<file path="config.mk">
export PLATFORM = sky130hd
export DESIGN_NAME = vga_bars_ctrl
export DESIGN_NICKNAME = d
export VERILOG_FILES = /design/src/rtl/vga_bars_ctrl.sv
export SDC_FILE = /design/constraint.sdc
export NUM_CORES = 1
export LEC_CHECK = 0
export ABC_CLOCK_PERIOD_IN_PS = 3200
export CAP_MARGIN = 20
export CORE_MARGIN = 3
export CORE_UTILIZATION = 32
export DETAILED_ROUTE_END_ITERATION = 10
export MAX_ROUTING_LAYER = met4
export PLACE_DENSITY_LB_ADDON = 0.15
export SLEW_MARGIN = 40
export SYNTH_ARGS = -nofsm -noshare
export SYNTH_HDL_FRONTEND = slang
export SYNTH_SLANG_ARGS = --single-unit
</file>
<file path="constraint.sdc">
create_clock -name i_Clk -period 3.2 [get_ports i_Clk]
set_input_delay 0.64 -clock i_Clk [delete_from_list [all_inputs] [get_ports i_Clk]]
set_output_delay 0.64 -clock i_Clk [all_outputs]
set_load 0.02 [all_outputs]
</file>
<file path="src/rtl/vga_bars_ctrl.sv">
// ---------------------------------------------------------------------------
// vga_bars_ctrl
//   Animation controller for the VgaBars pattern. It turns the VGA vertical
//   sync into a one-cycle frame tick and moves a horizontal split line up and
//   down between row 0 and row MAX_Y. A single toggle pulse starts the
//   animation, pauses it, and resumes it in the direction it was moving.
//
// Parameters
//   MAX_Y      lowest row the split line reaches (1..511)
//   STEP       rows moved per step event (1..8)
//   FRAME_DIV  frame ticks per step event (1..255)
//
// Ports
//   i_Clk           sole clock, rising edge
//   i_Reset         synchronous, active-high reset
//   i_VSync         active-low vertical sync from the timing generator
//   i_Toggle        one-cycle pulse: start / pause / resume
//   i_SpeedUp       (VGA_BARS_CTRL_SPEED_EN only) one-cycle pulse, step + 1
//   i_SpeedDown     (VGA_BARS_CTRL_SPEED_EN only) one-cycle pulse, step - 1
//   o_NewFrameTick  one-cycle pulse per frame (VgaBars frame-tick input)
//   o_SplitLineY    current split-line row, 0..MAX_Y
//   o_Direction     0 = moving down (Y increasing), 1 = moving up
//   o_Running       high while animating (RUN_DOWN / RUN_UP)
//
// Configuration
//   `define VGA_BARS_CTRL_SPEED_EN to add the run-time speed controls; the
//   default build uses the constant STEP.
// ---------------------------------------------------------------------------
module vga_bars_ctrl #(
    parameter int MAX_Y     = 479,
    parameter int STEP      = 1,
    parameter int FRAME_DIV = 1
) (
    input  logic       i_Clk,
    input  logic       i_Reset,
    input  logic       i_VSync,
    input  logic       i_Toggle,
`ifdef VGA_BARS_CTRL_SPEED_EN
    input  logic       i_SpeedUp,
    input  logic       i_SpeedDown,
`endif
    output logic       o_NewFrameTick,
    output logic [8:0] o_SplitLineY,
    output logic       o_Direction,
    output logic       o_Running
);

    localparam logic [1:0] ST_IDLE     = 2'd0;
    localparam logic [1:0] ST_RUN_DOWN = 2'd1;
    localparam logic [1:0] ST_RUN_UP   = 2'd2;
    localparam logic [1:0] ST_PAUSED   = 2'd3;

    localparam logic [9:0] MAX_Y_W   = 10'(MAX_Y);
    localparam logic [8:0] MAX_Y_ROW = 9'(MAX_Y);
    localparam logic [7:0] DIV_LAST  = 8'(FRAME_DIV - 1);
    localparam logic [3:0] STEP_INIT = 4'(STEP);

    logic [1:0] state, state_n;
    logic [8:0] y, y_n;
    logic       dir, dir_n;
    logic [7:0] div_cnt, div_cnt_n;
    logic [3:0] step;
    logic       r_VSync;
    logic       running;
    logic [9:0] y_sum;
    logic [9:0] y_w;
    logic [9:0] step_w;

    assign running = (state == ST_RUN_DOWN) || (state == ST_RUN_UP);

    // ---------------------------------------------------------------------
    // Step size: constant, or a saturating 1..8 register when speed control
    // is built in. Opposing pulses in the same cycle cancel.
    // ---------------------------------------------------------------------
`ifdef VGA_BARS_CTRL_SPEED_EN
    always_ff @(posedge i_Clk) begin
        if (i_Reset) begin
            step <= STEP_INIT;
        end else if (i_SpeedUp && !i_SpeedDown && step != 4'd8) begin
            step <= step + 4'd1;
        end else if (i_SpeedDown && !i_SpeedUp && step != 4'd1) begin
            step <= step - 4'd1;
        end
    end
`else
    assign step = STEP_INIT;
`endif

    // Ten-bit intermediates keep Y + step from wrapping past row 511.
    assign y_w    = {1'b0, y};
    assign step_w = {6'd0, step};
    assign y_sum  = y_w + step_w;

    // ---------------------------------------------------------------------
    // Next-state logic. A toggle always wins over a coincident step event,
    // so the split line never moves in a cycle that changes run/pause state.
    // The step event is the registered frame tick seen while running.
    // ---------------------------------------------------------------------
    always_comb begin
        // NOTE: every output of this block gets a default first, so no path
        // leaves a value unassigned and no latch is inferred.
        state_n   = state;
        y_n       = y;
        dir_n     = dir;
        div_cnt_n = div_cnt;

        if (i_Toggle) begin
            case (state)
                ST_IDLE: begin
                    state_n   = ST_RUN_DOWN;
                    dir_n     = 1'b0;
                    div_cnt_n = 8'd0;
                end
                ST_RUN_DOWN, ST_RUN_UP: begin
                    // dir keeps the direction for the later resume
                    state_n = ST_PAUSED;
                end
                default: begin
                    state_n   = dir ? ST_RUN_UP : ST_RUN_DOWN;
                    div_cnt_n = 8'd0;
                end
            endcase
        end else if (running && o_NewFrameTick) begin
            if (div_cnt == DIV_LAST) begin
                div_cnt_n = 8'd0;
                if (state == ST_RUN_DOWN) begin
                    if (y_sum >= MAX_Y_W) begin
                        y_n     = MAX_Y_ROW;
                        state_n = ST_RUN_UP;
                        dir_n   = 1'b1;
                    end else begin
                        y_n = y_sum[8:0];
                    end
                end else begin
                    if (y_w <= step_w) begin
                        y_n     = 9'd0;
                        state_n = ST_RUN_DOWN;
                        dir_n   = 1'b0;
                    end else begin
                        y_n = y - {5'd0, step};
                    end
                end
            end else begin
                div_cnt_n = div_cnt + 8'd1;
            end
        end
    end

    // ---------------------------------------------------------------------
    // State registers and frame-tick detection. r_VSync clears on reset so a
    // sync that is already low at reset does not produce a spurious tick.
    // ---------------------------------------------------------------------
    always_ff @(posedge i_Clk) begin
        // NOTE: sequential state uses non-blocking assignments so every
        // register samples the pre-edge values of the others.
        if (i_Reset) begin
            state          <= ST_IDLE;
            y              <= 9'd0;
            dir            <= 1'b0;
            div_cnt        <= 8'd0;
            r_VSync        <= 1'b0;
            o_NewFrameTick <= 1'b0;
        end else begin
            state          <= state_n;
            y              <= y_n;
            dir            <= dir_n;
            div_cnt        <= div_cnt_n;
            r_VSync        <= i_VSync;
            o_NewFrameTick <= r_VSync && !i_VSync;
        end
    end

    assign o_SplitLineY = y;
    assign o_Direction  = dir;
    assign o_Running    = running;

endmodule

</file>
**Yosys cells after proc, flatten, opt, wreduce, memory -nomap -nowiden**

Cells that the tools add are included.

- Register bits after elaboration: 22
- Bits in latches: 0
- Memory bits (writable): 0
- Memory bits (read-only): 0
- Input bits: 4
- Output and inout port bits: 12
- Word-level logic and storage cells: 53
- Memories: 0

- $add $sub $neg: 3
- Multipliers: 0
- Div/mod/pow operators: 0
- $lt $le $gt $ge: 2
- Equal/unequal tests: 5
- Shifts and indexed selects: 0
- Mux-type cells: 22
- Bitwise operators: 1
- Reduce and logical (&&, ||, !) cells: 14

Operators with widths:

| operator | number |
|---|---|
| two-way mux 8 bit | 4 |
| two-way mux 9 bit | 3 |
| two-way mux 2 bit | 7 |
| adder 9 x 1 -> 10 bit (second input constant) | 1 |
| greater-or-equal comparator 10 x 9 -> 1 bit (second input constant) | 1 |
| less-or-equal comparator 9 x 1 -> 1 bit (second input constant) | 1 |
| subtractor 9 x 1 -> 9 bit (second input constant) | 1 |
| adder 8 x 1 -> 8 bit (second input constant) | 1 |
| logical NOT 8 bit | 1 |
| two-way mux 1 bit | 7 |
| AND reduction 5 bit | 1 |
| one-hot mux 2 bit (2 select lines) | 1 |
| AND reduction 4 bit | 1 |
| nonzero test 2 bit | 2 |
| != test 3 x 2 -> 1 bit (second input constant) | 1 |
| AND reduction 3 bit | 1 |
| nonzero test 3 bit | 1 |
| equality test 2 x 1 -> 1 bit (second input constant) | 1 |
| equality test 2 bit (second input constant) | 1 |
| logical AND 1 bit | 2 |
| logical NOT 2 bit | 1 |
| != test 2 x 1 -> 1 bit (second input constant) | 1 |
| != test 2 bit (second input constant) | 1 |
| AND reduction 2 bit | 1 |
| other kinds (4) | 4 |

**Depth between registers and ports, before layout**

- Depth in word-level cells: 7
- Depth in mapped cells: 9
- Depth with buffers taken out: 8

**Worst setup path after synthesis**

Ideal clock, no wire load.

- Path kind: reg-to-reg
- From: reg state[0]
- To: reg y[5], in the netlist o_SplitLineY[5]
- Data arrival time: 2.076 ns
- Path slack: 1.047 ns
- Cell stages (with the launch flop): 9
- Path buffers: 0
- Cell sequence: dfxtp_1 -> inv_1 -> ha_1 -> nand2_1 -> nor2_1 -> nand3_1 -> or3_1 -> a211o_1 -> o22ai_1

- Cells in the longest elaborated chain, start to end: 4
- Elaborated cells on any way between the ends: 6
- Those cells by class: eq/ne (2); mux (1); reduce/logical (3)

RTL lines:

| what | RTL line | source |
|---|---|---|
| start, declared | 58 | `logic [1:0] state, state_n;` |
| start signal, assigned | 164 | `state <= state_n;` |
| equality test 2 x 1 -> 1 bit or equality test 2 bit (tied branches) | 69 | `assign running = (state == ST_RUN_DOWN) \|\| (state == ST_RUN_UP);` |
| logical OR 1 bit * | 69 |  |
| via o_Running | 45 | `output logic o_Running` |
| logical AND 1 bit * | 123 | `end else if (running && o_NewFrameTick) begin` |
| AND reduction 3 bit (no line) * | - |  |
| end signal, assigned | 165 | `y <= y_n;` |
| end, declared | 59 | `logic [8:0] y, y_n;` |

The timed path passes the listed nets; every way through them passes the cells marked *.
A chain may end at the register's enable or synchronous reset.

**Worst setup path in the final report**

- From: reg state[0]
- To: out o_Running

- Cells in the longest elaborated chain, start to end: 2
- Elaborated cells on any way between the ends: 3
- Those cells by class: eq/ne (2); reduce/logical (1)

RTL lines:

| what | RTL line |
|---|---|
| equality test 2 x 1 -> 1 bit or equality test 2 bit (tied branches) | 69 |
| logical OR 1 bit * | 69 |
| end, declared | 45 |

Every way passes the cells marked *; elsewhere a longest branch is shown, timed or not.

==> impl_metrics.toml <==
[outcome]
status = "finished clean"

[clock_tree]
cts_buffers = 3
cts-resized-gates = 0
cts.path.max_buffers = 2
cts_setup_buffers = 0
clk_latency_ns = 0.26
holdBufCountCts = 0
root_buffer = "clkbuf_8"
htreeDepth = 1
clock-sinks = 22
clkTransAtPathRegs_ns = 0.09
cts_tree = "done"

[run]
drv_cap = 0

[hold_path]
min_from = "r_VSync"
whs_path_depth = 1
hold_path.class = "register to register"
min_to = "o_NewFrameTick"

[worst_setup_path]
reg2reg_to = "o_SplitLineY[5]"
slowest_delay_ns = 0.64
critPathCaptureType = "primary output"
cpLargestDelayFamily = "buffers and inverters"
cp_max_fo = 6
critPathRequiredTime_ns = 2.56
regToRegSetupSlack_ns = 0.88
cpMaxStageDelayCell = "clkdlybuf4s50_1"
rr_worst_depth = 8
critPathArrivalTime_ns = 1.72
critPathKind = "register to primary output"
rr_startpoint = "state[0]"
startpoint_type = "register"
crit_path_cell_trace = "inv_1, ha_1, clkdlybuf4s50_1"
path_buf_inv = 2

[synth]
synth_commonest_cells = "nor2_1, dfxtp_1, nand2_1, ha_1"
seq_area_frac_synth_pct = 26.1
yosysUniqueCellTypes = 60
yosys-top-cells-area = "dfxtp_1, ha_1, nor2_1"
synth_enable_flop_cells = 0
yosysTopAreaCell = "dfxtp_1"
yosys.area.top_type_share_pct = 26.1
synth_nets = 219
syn-instance-count = 206
yosys_warnings = 0
ys_ff_latch = 22
synthArstFlopShare_pct = 0
synthFlopType = "dfxtp_1"
netlist_area_mm2 = 0.00169
yosysMostFrequentCell = "nor2_1"
syn_area_per_cell_um2 = 8.18

[die]
start_util_pct = 34.3
die_area_mm2 = 0.00617
io_pins = 16
die_x_um = 78.6
core_mm2 = 0.00491
row_count = 25
die_y_um = 78.6

[power_and_ir_drop]
vdd_ir_drop_max_mv = 0.198
combPwrFrac_pct = 13.4
powerDensity_mw_per_mm2 = 324
p_int_uw = 479
leakagePower_nw = 0.670
power_frac_seq_pct = 45.1
p_sw_share_pct = 23.7
power_switching_uw = 149
clkPwrFrac_pct = 41.5

[detailed_routing]
drt-initial-drc-count = 63
vias_per_cell = 5.40
drc = 0
via_count = 1517
ant_nets = 0
wire_per_inst_um = 14.0
first_pass_iters = 4
totalWireLength_um = 3950

[global_routing]
grt-busiest-layer = "met2"
met2_usage_pct = 21.3
grt_max_degree = 17
grtUsageTotal_pct = 13.9
gr-total-overflow = 0
antenna_found_initial = 0
use_met3_pct = 2.18
grt_util_met1_pct = 19.1
grt_pass1_wl_um = 6820
first_global_vias = 1432

[placement]
place_inst = 277
portBuffers = 15
placed_area_mm2 = 0.00186
dp_hpwl_um = 2820
place_ws_ns = 0.829
gp_congestion = 0.828

[sta]
worst_pin_slew_ns = 0.620
rsz0062_at_grt = "no"
finalSetupTns_ns = 0
fin_crit_sh_pct = 73.9
timing.final.hold_violations = 0
whs_ns = 0.466
skew_ns = 0.00656
finalSetupViolCount = 0
fmax_mhz = 423
slew_violations = 0
period_needed_ns = 2.36
timing.final.ws_setup_ns = 0.836
relSlewSlack_pct = 58.7

[layout]
design_area_mm2 = 0.00193
num-fill-cells = 507
antennaDiodeCount = 0
final_nets = 228
drive_gt1_share_pct = 11.7
instances_no_fill = 281
areaGrowthSynthToFinish_pct = 14.8
routing by layer:
metal  wire [um]  vias to the layer above
met2        1750                       27
met4          21                        0
li1            -                      781
met3         142                        2
met5           0                        -
met1        2030                      707
placed cells by master (no fill, tap or decap), types with 4 or more instances in the layout:
master,count
or3_1,6
inv_1,6
xor2_1,6
nand3_1,8
nand2_1,17
dfxtp_1,22
o21ai_0,4
clkdlybuf4s50_1,15
nor2_1,28
a211oi_1,4
ha_1,9
a21oi_1,8
nor3_1,4
o31ai_1,5
kinds of logic (layout without fill, tap and decap cells):
group / after synthesis / count (layout) / share of synthesized area, %
fa+ha+maj: 9 / 9 / 6.68
xor+xnor: 9 / 9 / 4.68
buf+inv: 21 / 29 / 6.24
simple gates: 92 / 92 / 30.4
compound gates: 51 / 51 / 24.6
flops: 22 / 22 / 26.1
mux: 2 / 2 / 1.19
area by class of cell:
cell class,count,area (um2),share of cell area [%]
clock buffers,3,41.3,2.13
clock inverters,1,30.0,1.55
inverters,7,26.3,1.36
multi-input cells,163,1140,58.9
flip-flops and latches,22,440,22.8
well taps,67,83.8,4.33
repair buffers,18,173,8.93
worst max path at each step:
stage	start	endpoint	slack [ns]	cells past startpoint
floorplan	state[0]	o_SplitLineY[5]	1.05	8
finish	state[0]	o_Running	0.84	3
global route	state[0]	o_SplitLineY[5]	0.62	8
global placement	i_Toggle	o_SplitLineY[5]	0.82	6
detailed placement	i_Toggle	o_SplitLineY[5]	0.83	6
CTS	state[0]	o_Running	0.82	3
registers in the layout, summed over array words and instances (netlist names):
register        count
o_SplitLineY        9
o_NewFrameTick      1
r_VSync             1
div_cnt             8
state               2
o_Direction         1
power by group through the flow:
| stage | combinational [mW] | clock (mW) | sequential [mW] |
|---|---|---|---|
| final | 0.0840 | 0.260 | 0.283 |
| after global routing | 0.0946 | 0.283 | 0.284 |
| after CTS | 0.0846 | 0.269 | 0.283 |
| after detailed placement | 0.0843 | 0 | 0.289 |
| after global placement | 0.0849 | 0 | 0.289 |
| after floorplan | 0.0606 | 0 | 0.288 |
metrics by stage:
stage          util [%]  total power [mW]
6_report           39.4             0.627
4_1_cts            39.4             0.637
2_1_floorplan         -             0.349
5_1_grt            39.4             0.662
3_3_place_gp       37.9             0.374
3_5_place_dp       37.9             0.373
Power figures use the tool's default switching activity.
